$ cat config.mk
export PLATFORM = sky130hd
export DESIGN_NAME = bus_arbiter2_flat
export DESIGN_NICKNAME = d
export VERILOG_FILES = /design/src/rtl/bus_arbiter2_if.sv /design/src/rtl/bus_arbiter2.sv /design/src/flat_wrapper.sv
export SDC_FILE = /design/constraint.sdc
export NUM_CORES = 1
export LEC_CHECK = 0
export CAP_MARGIN = 20
export CORE_MARGIN = 2
export CORE_UTILIZATION = 28
export DETAILED_ROUTE_END_ITERATION = 10
export HOLD_SLACK_MARGIN = 0.08
export PLACE_DENSITY = 0.81
export SYNTH_ARGS = -nofsm -noshare
export SYNTH_HDL_FRONTEND = slang
export SYNTH_SLANG_ARGS = --single-unit
export TNS_END_PERCENT = 10
$ cat constraint.sdc
create_clock -name clk -period 3.8 [get_ports clk]
set_clock_uncertainty 0.15 [all_clocks]
set_input_delay 0.95 -clock clk [delete_from_list [all_inputs] [get_ports clk]]
set_output_delay 0.95 -clock clk [all_outputs]
set_load 0.01 [all_outputs]
$ cat src/rtl/bus_arbiter2_if.sv
// Shared signal bundle between the two requesting masters and the arbiter.
// The arbiter connects through the slave modport; the masters side (or a
// testbench standing in for them) uses the master modport.
interface bus_arbiter2_if #(
   parameter int unsigned ADDR_W = 16,
   parameter int unsigned DATA_W = 32
);
   logic              m0_req;
   logic              m0_wr;
   logic [ADDR_W-1:0] m0_addr;
   logic [DATA_W-1:0] m0_dout;
   logic              m1_req;
   logic              m1_wr;
   logic [ADDR_W-1:0] m1_addr;
   logic [DATA_W-1:0] m1_dout;
   logic              m0_grant;
   logic              m1_grant;
   logic              bus_req;
   logic              bus_wr;
   logic [ADDR_W-1:0] bus_addr;
   logic [DATA_W-1:0] bus_dout;

   modport master (
      output m0_req, m0_wr, m0_addr, m0_dout,
      output m1_req, m1_wr, m1_addr, m1_dout,
      input  m0_grant, m1_grant, bus_req, bus_wr, bus_addr, bus_dout
   );

   modport slave (
      input  m0_req, m0_wr, m0_addr, m0_dout,
      input  m1_req, m1_wr, m1_addr, m1_dout,
      output m0_grant, m1_grant, bus_req, bus_wr, bus_addr, bus_dout
   );
endinterface

$ cat src/rtl/bus_arbiter2.sv
// Two-master round-robin arbiter with a hold limit in front of the shared bus.
// Grants decode straight from the state register; the bus mux is
// combinational from that state, so IDLE (and reset) forces all-zero outputs.
module bus_arbiter2 #(
   parameter int unsigned ADDR_W   = 16,
   parameter int unsigned DATA_W   = 32,
   parameter int unsigned MAX_HOLD = 8
) (
   input  logic            clk,
   input  logic            reset_n,
   bus_arbiter2_if.slave   bus
);

   typedef enum logic [1:0] {
      IDLE = 2'd0,
      G0   = 2'd1,
      G1   = 2'd2
   } state_t;

   localparam logic [7:0] HOLD_LAST = 8'(MAX_HOLD - 1);

   state_t     state_q, state_d;
   logic [7:0] hold_cnt_q, hold_cnt_d;
   logic       last_owner_q, last_owner_d;

   // State, hold counter and last-owner registers.
   always_ff @(posedge clk or negedge reset_n) begin
      if (!reset_n) begin
         state_q      <= IDLE;
         hold_cnt_q   <= '0;
         last_owner_q <= 1'b1;
      end else begin
         state_q      <= state_d;
         hold_cnt_q   <= hold_cnt_d;
         last_owner_q <= last_owner_d;
      end
   end

   // Next-state arbitration, hold counter and last-owner tracking.
   always_comb begin
      state_d      = state_q;
      hold_cnt_d   = hold_cnt_q;
      last_owner_d = last_owner_q;

      unique case (state_q)
         IDLE: begin
            if (bus.m0_req && !bus.m1_req)      state_d = G0;
            else if (bus.m1_req && !bus.m0_req) state_d = G1;
            else if (bus.m0_req && bus.m1_req)  state_d = last_owner_q ? G0 : G1;
            else                                state_d = IDLE;
         end
         G0: begin
            if (!bus.m0_req && bus.m1_req)       state_d = G1;
            else if (!bus.m0_req && !bus.m1_req) state_d = IDLE;
            else if (bus.m1_req && hold_cnt_q == HOLD_LAST) state_d = G1;
            else                                 state_d = G0;
         end
         G1: begin
            if (!bus.m1_req && bus.m0_req)       state_d = G0;
            else if (!bus.m1_req && !bus.m0_req) state_d = IDLE;
            else if (bus.m0_req && hold_cnt_q == HOLD_LAST) state_d = G0;
            else                                 state_d = G1;
         end
         default: state_d = IDLE;
      endcase

      // Counter runs only while an owner keeps the bus; it pins at the last
      // value when uncontested, so a late request triggers handover at once.
      if (state_d != state_q || state_d == IDLE) begin
         hold_cnt_d = '0;
      end else if (hold_cnt_q != HOLD_LAST) begin
         hold_cnt_d = hold_cnt_q + 8'd1;
      end

      if (state_d == G0) last_owner_d = 1'b0;
      if (state_d == G1) last_owner_d = 1'b1;
   end

   // Grant decode and bus mux; IDLE drives zeros so no spurious write occurs.
   always_comb begin
      bus.m0_grant = (state_q == G0);
      bus.m1_grant = (state_q == G1);
      bus.bus_req  = (state_q == G0) || (state_q == G1);
      bus.bus_wr   = 1'b0;
      bus.bus_addr = '0;
      bus.bus_dout = '0;
      if (state_q == G0) begin
         bus.bus_wr   = bus.m0_wr;
         bus.bus_addr = bus.m0_addr;
         bus.bus_dout = bus.m0_dout;
      end else if (state_q == G1) begin
         bus.bus_wr   = bus.m1_wr;
         bus.bus_addr = bus.m1_addr;
         bus.bus_dout = bus.m1_dout;
      end
   end

endmodule

$ cat src/flat_wrapper.sv
// flat-port wrapper written by rule: the top's interface ports become plain ports
module bus_arbiter2_flat 
#(
   parameter int unsigned ADDR_W   = 16,
   parameter int unsigned DATA_W   = 32,
   parameter int unsigned MAX_HOLD = 8
)
  (clk, reset_n, bus_m0_req, bus_m0_wr, bus_m0_addr, bus_m0_dout, bus_m1_req, bus_m1_wr, bus_m1_addr, bus_m1_dout, bus_m0_grant, bus_m1_grant, bus_bus_req, bus_bus_wr, bus_bus_addr, bus_bus_dout);
  bus_arbiter2_if #(.ADDR_W(ADDR_W), .DATA_W(DATA_W)) bus_i ();
  input  logic clk;
  input  logic reset_n;
  input wire logic [$bits(bus_i.m0_req)-1:0] bus_m0_req;
  input wire logic [$bits(bus_i.m0_wr)-1:0] bus_m0_wr;
  input wire logic [$bits(bus_i.m0_addr)-1:0] bus_m0_addr;
  input wire logic [$bits(bus_i.m0_dout)-1:0] bus_m0_dout;
  input wire logic [$bits(bus_i.m1_req)-1:0] bus_m1_req;
  input wire logic [$bits(bus_i.m1_wr)-1:0] bus_m1_wr;
  input wire logic [$bits(bus_i.m1_addr)-1:0] bus_m1_addr;
  input wire logic [$bits(bus_i.m1_dout)-1:0] bus_m1_dout;
  output wire logic [$bits(bus_i.m0_grant)-1:0] bus_m0_grant;
  output wire logic [$bits(bus_i.m1_grant)-1:0] bus_m1_grant;
  output wire logic [$bits(bus_i.bus_req)-1:0] bus_bus_req;
  output wire logic [$bits(bus_i.bus_wr)-1:0] bus_bus_wr;
  output wire logic [$bits(bus_i.bus_addr)-1:0] bus_bus_addr;
  output wire logic [$bits(bus_i.bus_dout)-1:0] bus_bus_dout;
  assign bus_i.m0_req = bus_m0_req;
  assign bus_i.m0_wr = bus_m0_wr;
  assign bus_i.m0_addr = bus_m0_addr;
  assign bus_i.m0_dout = bus_m0_dout;
  assign bus_i.m1_req = bus_m1_req;
  assign bus_i.m1_wr = bus_m1_wr;
  assign bus_i.m1_addr = bus_m1_addr;
  assign bus_i.m1_dout = bus_m1_dout;
  assign bus_m0_grant = bus_i.m0_grant;
  assign bus_m1_grant = bus_i.m1_grant;
  assign bus_bus_req = bus_i.bus_req;
  assign bus_bus_wr = bus_i.bus_wr;
  assign bus_bus_addr = bus_i.bus_addr;
  assign bus_bus_dout = bus_i.bus_dout;
  bus_arbiter2 #(.ADDR_W(ADDR_W), .DATA_W(DATA_W), .MAX_HOLD(MAX_HOLD)) u_core (.clk(clk), .reset_n(reset_n), .bus(bus_i));
endmodule
==> flow_summary_export.csv <==
group,metric,value,unit
grt,groute.layer.met1.usage,26.2,%
yosys,async_flop_share,100,%
clocking,holdBufCountCts,0,
outcome,result_of_the_run,"finished, final reports clean",
die,chipHeight,74.6,um
yosys,yosys.cell_count.top_type,"sky130_fd_sc_hd__a22o_1",
clocking,tritoncts,"yes",
detailed_routing,num_vias,1777,
critical_path,cp-end-kind,"output port",
placed_design,dpl.cell_count,369,
sta,layout_setup_ws,0.385,ns
yosys,synth_top_cell_by_area,"sky130_fd_sc_hd__a22o_1",
finish,antenna_cells,0,
sta,fmax,0.293,GHz
worst_hold_path,worstHoldPathType,"reg -> reg",
clocking,clock_insertion_delay_worst_skew,0.24,ns
detailed_routing,drt_first_pass_iters,4,
clocking,cts_repair_resize_count,0,
placed_design,dpl.hpwl,5070,um
critical_path,timing.critical_path.required,2.70,ns
detailed_routing,route.detailed.drc,0,
placed_design,buffer_ports.inserted,153,
finish,num-nets-final,416,
grt,gr-max-usage-layer,"met2",
power_and_ir_drop,p_sw,660,uW
sta,setup-tns-final,0,ns
power_and_ir_drop,cell_internal_pwr,937,uW
yosys,post_synth_num_cell_types,37,
die,floorplan.die_area,5560,um^2
worst_hold_path,min_path_cells,2,
detailed_routing,totalWireLength,6150,um
yosys,synthesis.area,1400,um^2
yosys,synth_area_per_cell,8.77,um^2
die,std_cell_rows,25,
power_and_ir_drop,p_comb_share,82.4,%
critical_path,critical_path_class,"reg -> out",
critical_path,timing.critical_path.fanout_max,37,
yosys,yosys_warnings,0,
finish,fraction_of_final_layout_cells_with_drive_strength_greater_than_1,9.80,%
run,drv_cap,0,
yosys,synth_sequential_area_ratio,19.8,%
clocking,clkTransAtPathRegs,0.05,ns
yosys,synth.ff_latch_count,11,
die,die_w,74.6,um
sta,final_number_of_max_transition_violations,0,
finish,layoutNonFillerInstCount,373,
yosys,synth_area_leaders,"sky130_fd_sc_hd__a22o_1 (23%), sky130_fd_sc_hd__dfrtp_1 (18%), sky130_fd_sc_hd__nand2_1 (7.0%)",
power_and_ir_drop,leakage,0.00118,uW
detailed_routing,detail-route-antenna-nets,0,
sta,worst_slew_margin_rel,67.0,%
power_and_ir_drop,power.share.sequential,10.1,%
grt,antenna_found_initial,0,
die,design.core.area,4750,um^2
die,num_io_pins,154,
clocking,numCtsBuffers,3,
power_and_ir_drop,sw_share,41.3,%
clocking,cts_root_buffer,"sky130_fd_sc_hd__clkbuf_8",
grt,use_met2,31.6,%
placed_design,gp_congestion,0.821,
clocking,cts-root-to-sink-buffers,2,
sta,worst_margin_pin_slew,0.494,ns
detailed_routing,drt_iter0_markers,67,
grt,global_route.overflow_total,0,
placed_design,dpl_worst_slack,0.436,ns
finish,n_fill_cell,411,
critical_path,critical_path_arrival,2.31,ns
sta,layout_min_cycle_time,3.41,ns
grt,wire_length_of_the_first_global_routing_pass,8310,um
sta,timing.final.hold_violations,0,
clocking,cts.sink_count,11,
clocking,htree_num_levels,1,
yosys,synth_fp_nets,268,
power_and_ir_drop,ir_drop,0.277,mV
detailed_routing,drt-wirelength-per-cell,16.5,um
critical_path,r2r_cells,9,
finish,layout-area-overhead-vs-synth,116,%
power_and_ir_drop,cellPowerDensity,531,nW/um^2
sta,grt_setup_unrepaired,"false",
yosys,post_synth_most_frequent_cells,"sky130_fd_sc_hd__a22o_1 (37), sky130_fd_sc_hd__nand2_1 (26), sky130_fd_sc_hd__o21ai_0 (14)",
grt,pin_count_of_the_biggest_net_entering_global_routing,54,
grt,gr-usage-met3,5.83,%
detailed_routing,number_of_vias_per_cell,4.76,
clocking,post-cts-setup-buffers,0,
critical_path,critical_path_launch_point_type,"flip-flop",
yosys,synth_edf_count,0,
die,start_util,29.3,%
grt,grt_pass1_vias,1587,
sta,final_min_period_over_clock_period,89.9,%
grt,gr-usage-all-layers,19.9,%
yosys,synthesis.instances,159,
yosys,synth_top_flop_cell,"sky130_fd_sc_hd__dfrtp_1",
sta,setup_failing_eps_final,0,
power_and_ir_drop,clkPwrFrac,7.4,%
yosys,netlist.area_leader.share,23.2,%
kinds of logic after synthesis:
family	synth area share, %
AOI/OAI and AO/OA	34.2
xor gates and xnor gates	5.74
adders and majority gates	6.28
buffers and inverters	8.52
DFF	19.8
muxes	2.51
and+or+nand+nor	23.0
power by group through the flow:
stage | combinational (uW) | sequential, uW | clock [uW]
finish | 1320 | 162 | 119
global placement | 1310 | 161 | 0
global route | 1410 | 164 | 127
floorplan | 720 | 156 | 0
CTS | 1320 | 161 | 122
detailed placement | 1320 | 163 | 0
sequential cells by signal, indices dropped and copies added, names as in the netlist:
register	count
u_core.last_owner_q	1
u_core.hold_cnt_q	8
u_core.state_q	2
final cells by class:
class	count	area, um^2	area share (%)
Clock buffer	3	41.3	1.37
Clock inverter	1	5.00	0.166
Inverter	6	22.5	0.749
Multi-Input combinational cell	128	1000	33.4
Sequential cell	11	277	9.19
Tap cell	67	83.8	2.79
Timing Repair Buffer	157	1570	52.3
routing by layer:
metal / wire, um / up-vias
met5: 0 / -
met4: 75 / 0
met3: 595 / 7
met2: 2790 / 92
met1: 2690 / 794
li1: - / 884
path summary, 6_finish.rpt:
path,start,end,slack (ns)
max in group asynchronous,reset_n,u_core.last_owner_q,2.26
setup reg to reg,u_core.state_q[0],u_core.hold_cnt_q[5],0.93
hold reg to reg,u_core.hold_cnt_q[1],u_core.hold_cnt_q[1],0.43
min in group asynchronous,reset_n,u_core.hold_cnt_q[0],0.89
hold / removal,u_core.hold_cnt_q[1],u_core.hold_cnt_q[1],0.43
setup / recovery,u_core.state_q[1],bus_bus_dout[30],0.39
worst max-delay path: stages (launching register included):
cell                              delay [ns]
sky130_fd_sc_hd__dfrtp_1                0.41
sky130_fd_sc_hd__inv_1                  0.09
sky130_fd_sc_hd__ha_2                   0.30
sky130_fd_sc_hd__nor2b_2                0.13
sky130_fd_sc_hd__buf_4                  0.35
sky130_fd_sc_hd__a22o_1                 0.20
sky130_fd_sc_hd__clkdlybuf4s50_1        0.58
per-stage QoR:
| stage | total power, uW | cell area, um^2 | hold slack (ns) | util, % |
|---|---|---|---|---|
| final | 1600 | 3010 | 0.431 | 63.3 |
| after global routing | 1710 | 3010 | 0.465 | 63.3 |
| after global placement | 1470 | 2960 | 0.411 | 62.3 |
| after floorplan | 876 | 1400 | 0.390 | - |
| after CTS | 1610 | 3010 | 0.440 | 63.3 |
| after detailed placement | 1480 | 2960 | 0.428 | 62.3 |
layout by cell type (no fill, tap or decap), types with 2 or more instances in the layout:
master and count:
sky130_fd_sc_hd__a22o_1 37, sky130_fd_sc_hd__clkdlybuf4s50_1 153, sky130_fd_sc_hd__nor3_2 8, sky130_fd_sc_hd__inv_1 6, sky130_fd_sc_hd__nand3b_1 2, sky130_fd_sc_hd__clkbuf_8 3, sky130_fd_sc_hd__o21ai_0 14, sky130_fd_sc_hd__dfrtp_1 10
sky130_fd_sc_hd__buf_4 3, sky130_fd_sc_hd__xor2_1 5, sky130_fd_sc_hd__nand3_1 6, sky130_fd_sc_hd__ha_1 6, sky130_fd_sc_hd__nand2_1 26
Power figures use the tool's default switching activity.
